$ cat config.mk
export PLATFORM = sky130hd
export DESIGN_NAME = forwarding_scoreboard
export DESIGN_NICKNAME = d
export VERILOG_FILES = /design/src/rtl/forwarding_scoreboard_pkg.sv /design/src/rtl/forwarding_scoreboard_fwd_match.sv /design/src/rtl/forwarding_scoreboard.sv
export SDC_FILE = /design/constraint.sdc
export NUM_CORES = 1
export LEC_CHECK = 0
export CORE_MARGIN = 4
export CORE_UTILIZATION = 52
export DETAILED_ROUTE_END_ITERATION = 8
export PLACE_DENSITY = 0.93
export SYNTH_ARGS = -nofsm -noshare
export SYNTH_HDL_FRONTEND = slang
export SYNTH_SLANG_ARGS = --single-unit
$ cat constraint.sdc
create_clock -name clk -period 3.99 [get_ports clk]
set_clock_uncertainty 0.2 [all_clocks]
set_input_delay 0.798 -clock clk [delete_from_list [all_inputs] [get_ports clk]]
set_output_delay 0.798 -clock clk [all_outputs]
set_load 0.005 [all_outputs]
$ cat src/rtl/forwarding_scoreboard_pkg.sv
// Shared types and default sizing for the EX/MEM forwarding scoreboard.
// The scoreboard records, selects and regfile-select constant live here.
package forwarding_scoreboard_pkg;

  localparam int unsigned NUM_REGS     = 8;
  localparam int unsigned REG_IDX_W    = $clog2(NUM_REGS);
  localparam int unsigned FWD_DEPTH    = 3;
  localparam int unsigned FWD_NUM_SRC  = 3;
  localparam int unsigned FWD_LOAD_LAT = 2;
  localparam int unsigned FWD_SEL_W    = $clog2(FWD_DEPTH + 1);

  typedef logic [REG_IDX_W-1:0] lc3b_reg;
  typedef logic [FWD_SEL_W-1:0] lc3b_fwd_sel;

  localparam lc3b_fwd_sel FWD_SEL_REGFILE = '0;

  typedef struct packed {
    logic    valid;
    lc3b_reg dest;
    logic    is_load;
  } fwd_rec_t;

endpackage

$ cat src/rtl/forwarding_scoreboard_fwd_match.sv
// Per-operand priority encoder: finds the youngest in-flight writer of one
// source register and flags a load whose data is not yet forwardable.
module fwd_match
  import forwarding_scoreboard_pkg::*;
#(
  parameter int unsigned DEPTH    = FWD_DEPTH,
  parameter int unsigned LOAD_LAT = FWD_LOAD_LAT,
  parameter int unsigned SEL_W    = FWD_SEL_W
) (
  input  fwd_rec_t [DEPTH-1:0] slots_i,
  input  lc3b_reg              src_i,
  input  logic                 used_i,
  output logic [SEL_W-1:0]     sel_o,
  output logic                 hit_o,
  output logic                 hazard_o
);

  // Scan oldest to youngest so the smallest matching index is the last write.
  always_comb begin
    sel_o    = SEL_W'(FWD_SEL_REGFILE);
    hit_o    = 1'b0;
    hazard_o = 1'b0;
    if (used_i) begin
      for (int j = int'(DEPTH) - 1; j >= 0; j--) begin
        if (slots_i[j].valid && (slots_i[j].dest == src_i)) begin
          hit_o    = 1'b1;
          sel_o    = SEL_W'(j + 1);
          hazard_o = slots_i[j].is_load && ((32'(j) + 32'd1) < LOAD_LAT);
        end
      end
    end
  end

endmodule

$ cat src/rtl/forwarding_scoreboard.sv
// Forwarding scoreboard: tracks in-flight writers, registers EX forward selects
// and raises the load-use stall. Optional FWD_STATS_EN adds a stall counter.
module forwarding_scoreboard
  import forwarding_scoreboard_pkg::*;
#(
  parameter  int unsigned DEPTH    = FWD_DEPTH,
  parameter  int unsigned NUM_SRC  = FWD_NUM_SRC,
  parameter  int unsigned LOAD_LAT = FWD_LOAD_LAT,
  localparam int unsigned SEL_W    = $clog2(DEPTH + 1)
) (
  input  logic                         clk,
  input  logic                         rst,
  input  logic                         advance,
  input  logic                         flush,
  input  logic                         id_valid,
  input  logic                         id_load_regfile,
  input  logic [REG_IDX_W-1:0]         id_dest,
  input  logic                         id_is_load,
  input  logic [NUM_SRC*REG_IDX_W-1:0] id_src,
  input  logic [NUM_SRC-1:0]           id_src_used,
  output logic [NUM_SRC*SEL_W-1:0]     fwd_sel_ex,
  output logic                         stall
`ifdef FWD_STATS_EN
  ,
  output logic [15:0]                  stall_count
`endif
);

  fwd_rec_t [DEPTH-1:0]       slots_q, slots_d;
  fwd_rec_t                   save_q, save_d;
  logic [NUM_SRC*SEL_W-1:0]   fwd_sel_ex_q, fwd_sel_ex_d;
  logic [NUM_SRC*SEL_W-1:0]   cand_sel;
  logic [NUM_SRC-1:0]         hit;
  logic [NUM_SRC-1:0]         hazard;
  logic                       unused_save;

  for (genvar k = 0; k < NUM_SRC; k++) begin : g_match
    fwd_match #(
      .DEPTH   (DEPTH),
      .LOAD_LAT(LOAD_LAT),
      .SEL_W   (SEL_W)
    ) u_match (
      .slots_i (slots_q),
      .src_i   (id_src[k*REG_IDX_W +: REG_IDX_W]),
      .used_i  (id_src_used[k] && id_valid),
      .sel_o   (cand_sel[k*SEL_W +: SEL_W]),
      .hit_o   (hit[k]),
      .hazard_o(hazard[k])
    );
  end

  assign stall       = |(hit & hazard);
  assign fwd_sel_ex  = fwd_sel_ex_q;
  // The save slot's record is only a select target for the datapath.
  assign unused_save = ^save_q;

  // Shift the scoreboard on advance; stalls and flushes insert bubbles.
  always_comb begin
    slots_d      = slots_q;
    save_d       = save_q;
    fwd_sel_ex_d = fwd_sel_ex_q;
    if (advance) begin
      save_d = slots_q[DEPTH-1];
      for (int j = 1; j < int'(DEPTH); j++) begin
        slots_d[j] = slots_q[j-1];
        if (flush && (j == 1)) begin
          slots_d[j].valid = 1'b0;
        end
      end
      slots_d[0].valid   = id_valid && id_load_regfile && !stall && !flush;
      slots_d[0].dest    = id_dest;
      slots_d[0].is_load = id_is_load;
      fwd_sel_ex_d       = (stall || flush) ? '0 : cand_sel;
    end
  end

  always_ff @(posedge clk or posedge rst) begin
    if (rst) begin
      slots_q      <= '0;
      save_q       <= '0;
      fwd_sel_ex_q <= '0;
    end else begin
      slots_q      <= slots_d;
      save_q       <= save_d;
      fwd_sel_ex_q <= fwd_sel_ex_d;
    end
  end

`ifdef FWD_STATS_EN
  logic [15:0] stall_count_q;

  // Saturating count of cycles in which a stall actually holds the pipe.
  always_ff @(posedge clk or posedge rst) begin
    if (rst) begin
      stall_count_q <= '0;
    end else if (stall && advance && !flush && (stall_count_q != 16'hFFFF)) begin
      stall_count_q <= stall_count_q + 16'd1;
    end
  end

  assign stall_count = stall_count_q;
`endif

endmodule

After elaboration in Yosys (flattened, before gate mapping)
Index checks and enable logic that the tools add are counted.

Output and inout bits: 7. Flip-flop bits (word level): 19. Input bits: 22.

Multiplexer cells: 32. Reductions and logical operators: 19. Bitwise logic cells: 1. Equal/unequal tests: 9.

Operators with widths (number): 3-bit == test (9); 2-bit two-way mux (12); 1-bit two-way mux (19); 1-bit logical AND (15); 6-bit two-way mux (1); 3-bit bitwise AND (1); 3-bit OR reduction (1); 1-bit logical NOT (2); 1-bit logical OR (1).

Depth between registers and ports, before layout
Word-level depth: 11. Gate-level depth with buffers: 4.

Modules after synthesis
From an unflattened synthesis, not the netlist that was laid out.

Cells, all modules: 124. Area total of the unflattened synthesis: 1322.5 um2.

By module, submodules not included: forwarding_scoreboard (cells an instance 61, sequential area each 525.5 um2, area each 857.1 um2, times used 1); fwd_match (cells an instance 21, sequential area each 0.0 um2, area each 155.1 um2, times used 3).

Least setup slack after synthesis
OpenSTA, ideal clock, no wires.

Path kind: input -> output. From: input port id_src[8]. To: output port stall. Buffers on the path: 0. Data arrival time: 1.405 ns. Cell stages on the path: 3. Data required time: 2.992 ns. Setup slack: 1.587 ns. Cell sequence: xnor2_1 -> nand4_2 -> a31oi_4.

Longest elaborated chain between the ends: 8. Elaborated cells on any way between the ends: 14.

RTL lines: start, declared (line forwarding_scoreboard.sv:19) `input logic [NUM_SRC*REG_IDX_W-1:0] id_src,`; 3-bit == test (line forwarding_scoreboard_fwd_match.sv:25) `if (slots_i[j].valid && (slots_i[j].dest == src_i)) begin`; 1-bit logical AND (line forwarding_scoreboard_fwd_match.sv:25); 1-bit two-way mux (3 in a row) (line forwarding_scoreboard_fwd_match.sv:25); 1-bit two-way mux (line forwarding_scoreboard_fwd_match.sv:23) `if (used_i) begin`; 3-bit bitwise AND * (line forwarding_scoreboard.sv:52) `assign stall = |(hit & hazard);`; 3-bit OR reduction * (line forwarding_scoreboard.sv:52); end, declared (line forwarding_scoreboard.sv:22) `output logic stall`.

Every way passes the cells marked *; elsewhere a longest branch is shown, timed or not.

Worst setup path in the final report
Same ends and word-level chain as after synthesis.

==> results.py <==
metrics = {
    "status": {
        "status": "finished clean",
    },
    "critical_path": {
        "crit_arrival_ns": 2.58,
        "crit_fanout": 8,
        "start_kind": "primary input",
        "critPathKind": "in2out",
        "crit_required_ns": 2.99,
        "endpoint_kind": "primary output",
    },
    "pwr": {
        "power-per-cell-area_nw_per_um2": 301,
        "power.total_mw": 0.457,
        "leakage_nw": 0.563,
        "max-vdd-ir-drop_uv": 256,
    },
    "logic_synthesis": {
        "yosysWarnings": 0,
        "ys_types": 18,
        "synthArstFlopShare_pct": 100,
        "synthCells": 105,
        "ys_seq_elements": 19,
        "ys_dominant_reg_cell": "dfrtp_1",
        "synth.cell_area_um2": 1180,
        "seq_area_frac_synth_pct": 40.4,
        "synthesis.nets": 127,
        "syn_avg_cell_area_um2": 11.2,
        "synth_edf_count": 0,
    },
    "global_route": {
        "antenna_found_initial": 0,
        "grt_pass1_vias": 1004,
        "grt_max_degree": 22,
        "grt_pass1_wl_um": 4550,
        "grt_use_total_pct": 18.8,
        "grt-ovfl-total": 0,
    },
    "sta": {
        "setup_viol": 0,
        "min_period_ns": 3.58,
        "whs_ns": 0.312,
        "tns_ns": 0,
        "max_slew_margin_pct": 51.8,
        "rsz0062_at_grt": "no",
        "fmax_mhz": 280,
        "worst_pin_slew_ns": 0.723,
        "finalHoldViolCount": 0,
        "slew_violations": 0,
        "post-route-period-util_pct": 89.7,
    },
    "clock_network": {
        "cts_resized": 0,
        "h-tree-depth": 1,
        "path_clk_slew_ns": 0.10,
        "root_buffer": "clkbuf_4",
        "cts-buffers-inserted": 3,
        "cts_num_sinks": 19,
        "clockBufferDepth": 2,
        "cts_hold_buffers": 0,
        "clkLatencyLatePin_ns": 0.31,
        "cts_tree": "built",
        "cts_setup_buffers": 0,
    },
    "finish": {
        "filler_cell_count": 147,
        "layout.cells.non_filler": 163,
        "antennaDiodeCount": 0,
        "area_growth_pct": 28.9,
        "seq_area_um2": 475,
        "final_nets": 159,
        "utilization_pct": 73.6,
        "multi_input_area_um2": 657,
        "drive_above_1_share_pct": 14.0,
    },
    "route": {
        "wl_met1_um": 1040,
        "wl_met2_um": 1320,
        "via_count": 949,
        "routed-wl-met3_um": 173,
        "wl_per_cell_um": 16.2,
        "avgViaCountPerCell": 5.82,
        "drtIter0Drc": 16,
        "top_layer": "met4",
        "wirelength_um": 2640,
        "drtAntennaViolNets": 0,
        "drc_errors": 0,
        "drtPass1Iterations": 4,
    },
    "floorplanning": {
        "core_um2": 2060,
        "std_cell_rows": 16,
        "initial_utilization_pct": 57.1,
        "io_pins": 29,
        "die_h_um": 55.6,
        "die_w_um": 55.6,
        "die-area_um2": 3090,
    },
    "job": {
        "drv_cap": 0,
    },
    "placed_design": {
        "globalplace.congestion": 0.810,
        "place_inst": 159,
        "io_buffers": 28,
        "dp_hpwl_um": 2130,
    },
    "min_path": {
        "hold_path_class": "reg2reg",
    },
}
state kept, by name (all words and copies together) (netlist names):
name / flops
fwd_sel_ex: 6
slots_q: 13
where the power goes:
part / switching [mW] / total [mW] / leakage, nW / internal [mW]
combinational: 0.0493 / 0.120 / 0.306 / 0.0710
clock: 0.0604 / 0.0995 / 0.0150 / 0.0391
sequential: 0.0285 / 0.237 / 0.242 / 0.209
cells in the mapped netlist, drive strengths merged, types with 2 or more instances:
cell / number / area share [%]
xnor2: 27 / 20
o32ai: 4 / 3.0
nand2b: 3 / 1.6
mux2: 11 / 11
and4: 6 / 4.5
a21boi: 3 / 1.9
inv: 10 / 3.2
dfrtp: 19 / 40
o211ai: 3 / 1.9
o41ai: 3 / 2.2
nand4: 9 / 6.4
clkbuf: 2 / 0.64
routing by layer:
metal | vias up | GRT usage [%]
li1 | 448 | -
met1 | 449 | 20.3
met2 | 41 | 32.6
met3 | 11 | 3.71
met4 | 0 | 13.2
met5 | - | 0
final cells by class:
cell class	instances	area share (%)
Tap cell	27	2.23
Inverter	10	2.47
Multi-Input combinational cell	74	43.3
Timing Repair Buffer	29	19.0
Clock buffer	4	1.73
Sequential cell	19	31.3
worst paths after layout:
kind                               startpoint             to  slack (ns)  cells after the start
worst min register to register  fwd_sel_ex[4]  fwd_sel_ex[4]        0.31                      2
worst min-delay path            fwd_sel_ex[4]  fwd_sel_ex[4]        0.31                      2
max in group asynchronous                 rst  fwd_sel_ex[1]        2.43                      2
worst max-delay path                id_src[8]          stall        0.41                      5
worst max register to register     slots_q[2]  fwd_sel_ex[2]        2.28                      4
min in group asynchronous                 rst  fwd_sel_ex[3]        0.71                      2
logic make-up (layout without fill, tap and decap cells):
| logic type | count (synthesis) | count (layout) | share of synthesized area, % |
|---|---|---|---|
| and+or+nand+nor | 21 | 21 | 13.8 |
| muxes | 11 | 11 | 10.5 |
| AOI/OAI and AO/OA | 15 | 15 | 11.4 |
| xor gates and xnor gates | 27 | 27 | 20.1 |
| DFF | 19 | 19 | 40.4 |
| buffers and inverters | 12 | 43 | 3.83 |
layout by cell type, fill, tap and decap left out, drive strengths merged:
cell type	count
dfrtp	19
a31oi	1
clkbuf	4
o32ai	4
clkdlybuf4s50	28
nand2	1
nand2b	3
inv	10
and4	6
buf	1
mux2	11
nand4	9
xnor2	27
o211ai	3
o22ai	1
o41ai	3
nand3b	1
a21boi	3
nand3	1
critical path, stage by stage:
cell and delay (ns):
clkdlybuf4s50_1 0.48, xnor2_1 0.27, nand4_2 0.16, a31oi_4 0.31, clkdlybuf4s50_1 0.55
per-stage QoR:
step / setup WS [ns] / area (um^2)
2_1_floorplan: 1.59 / 1180
3_3_place_gp: 0.429 / 1490
3_5_place_dp: 0.412 / 1490
4_1_cts: 0.416 / 1520
5_1_grt: 0.297 / 1520
6_report: 0.413 / 1520
No activity file was read; power rests on OpenSTA's default activity.
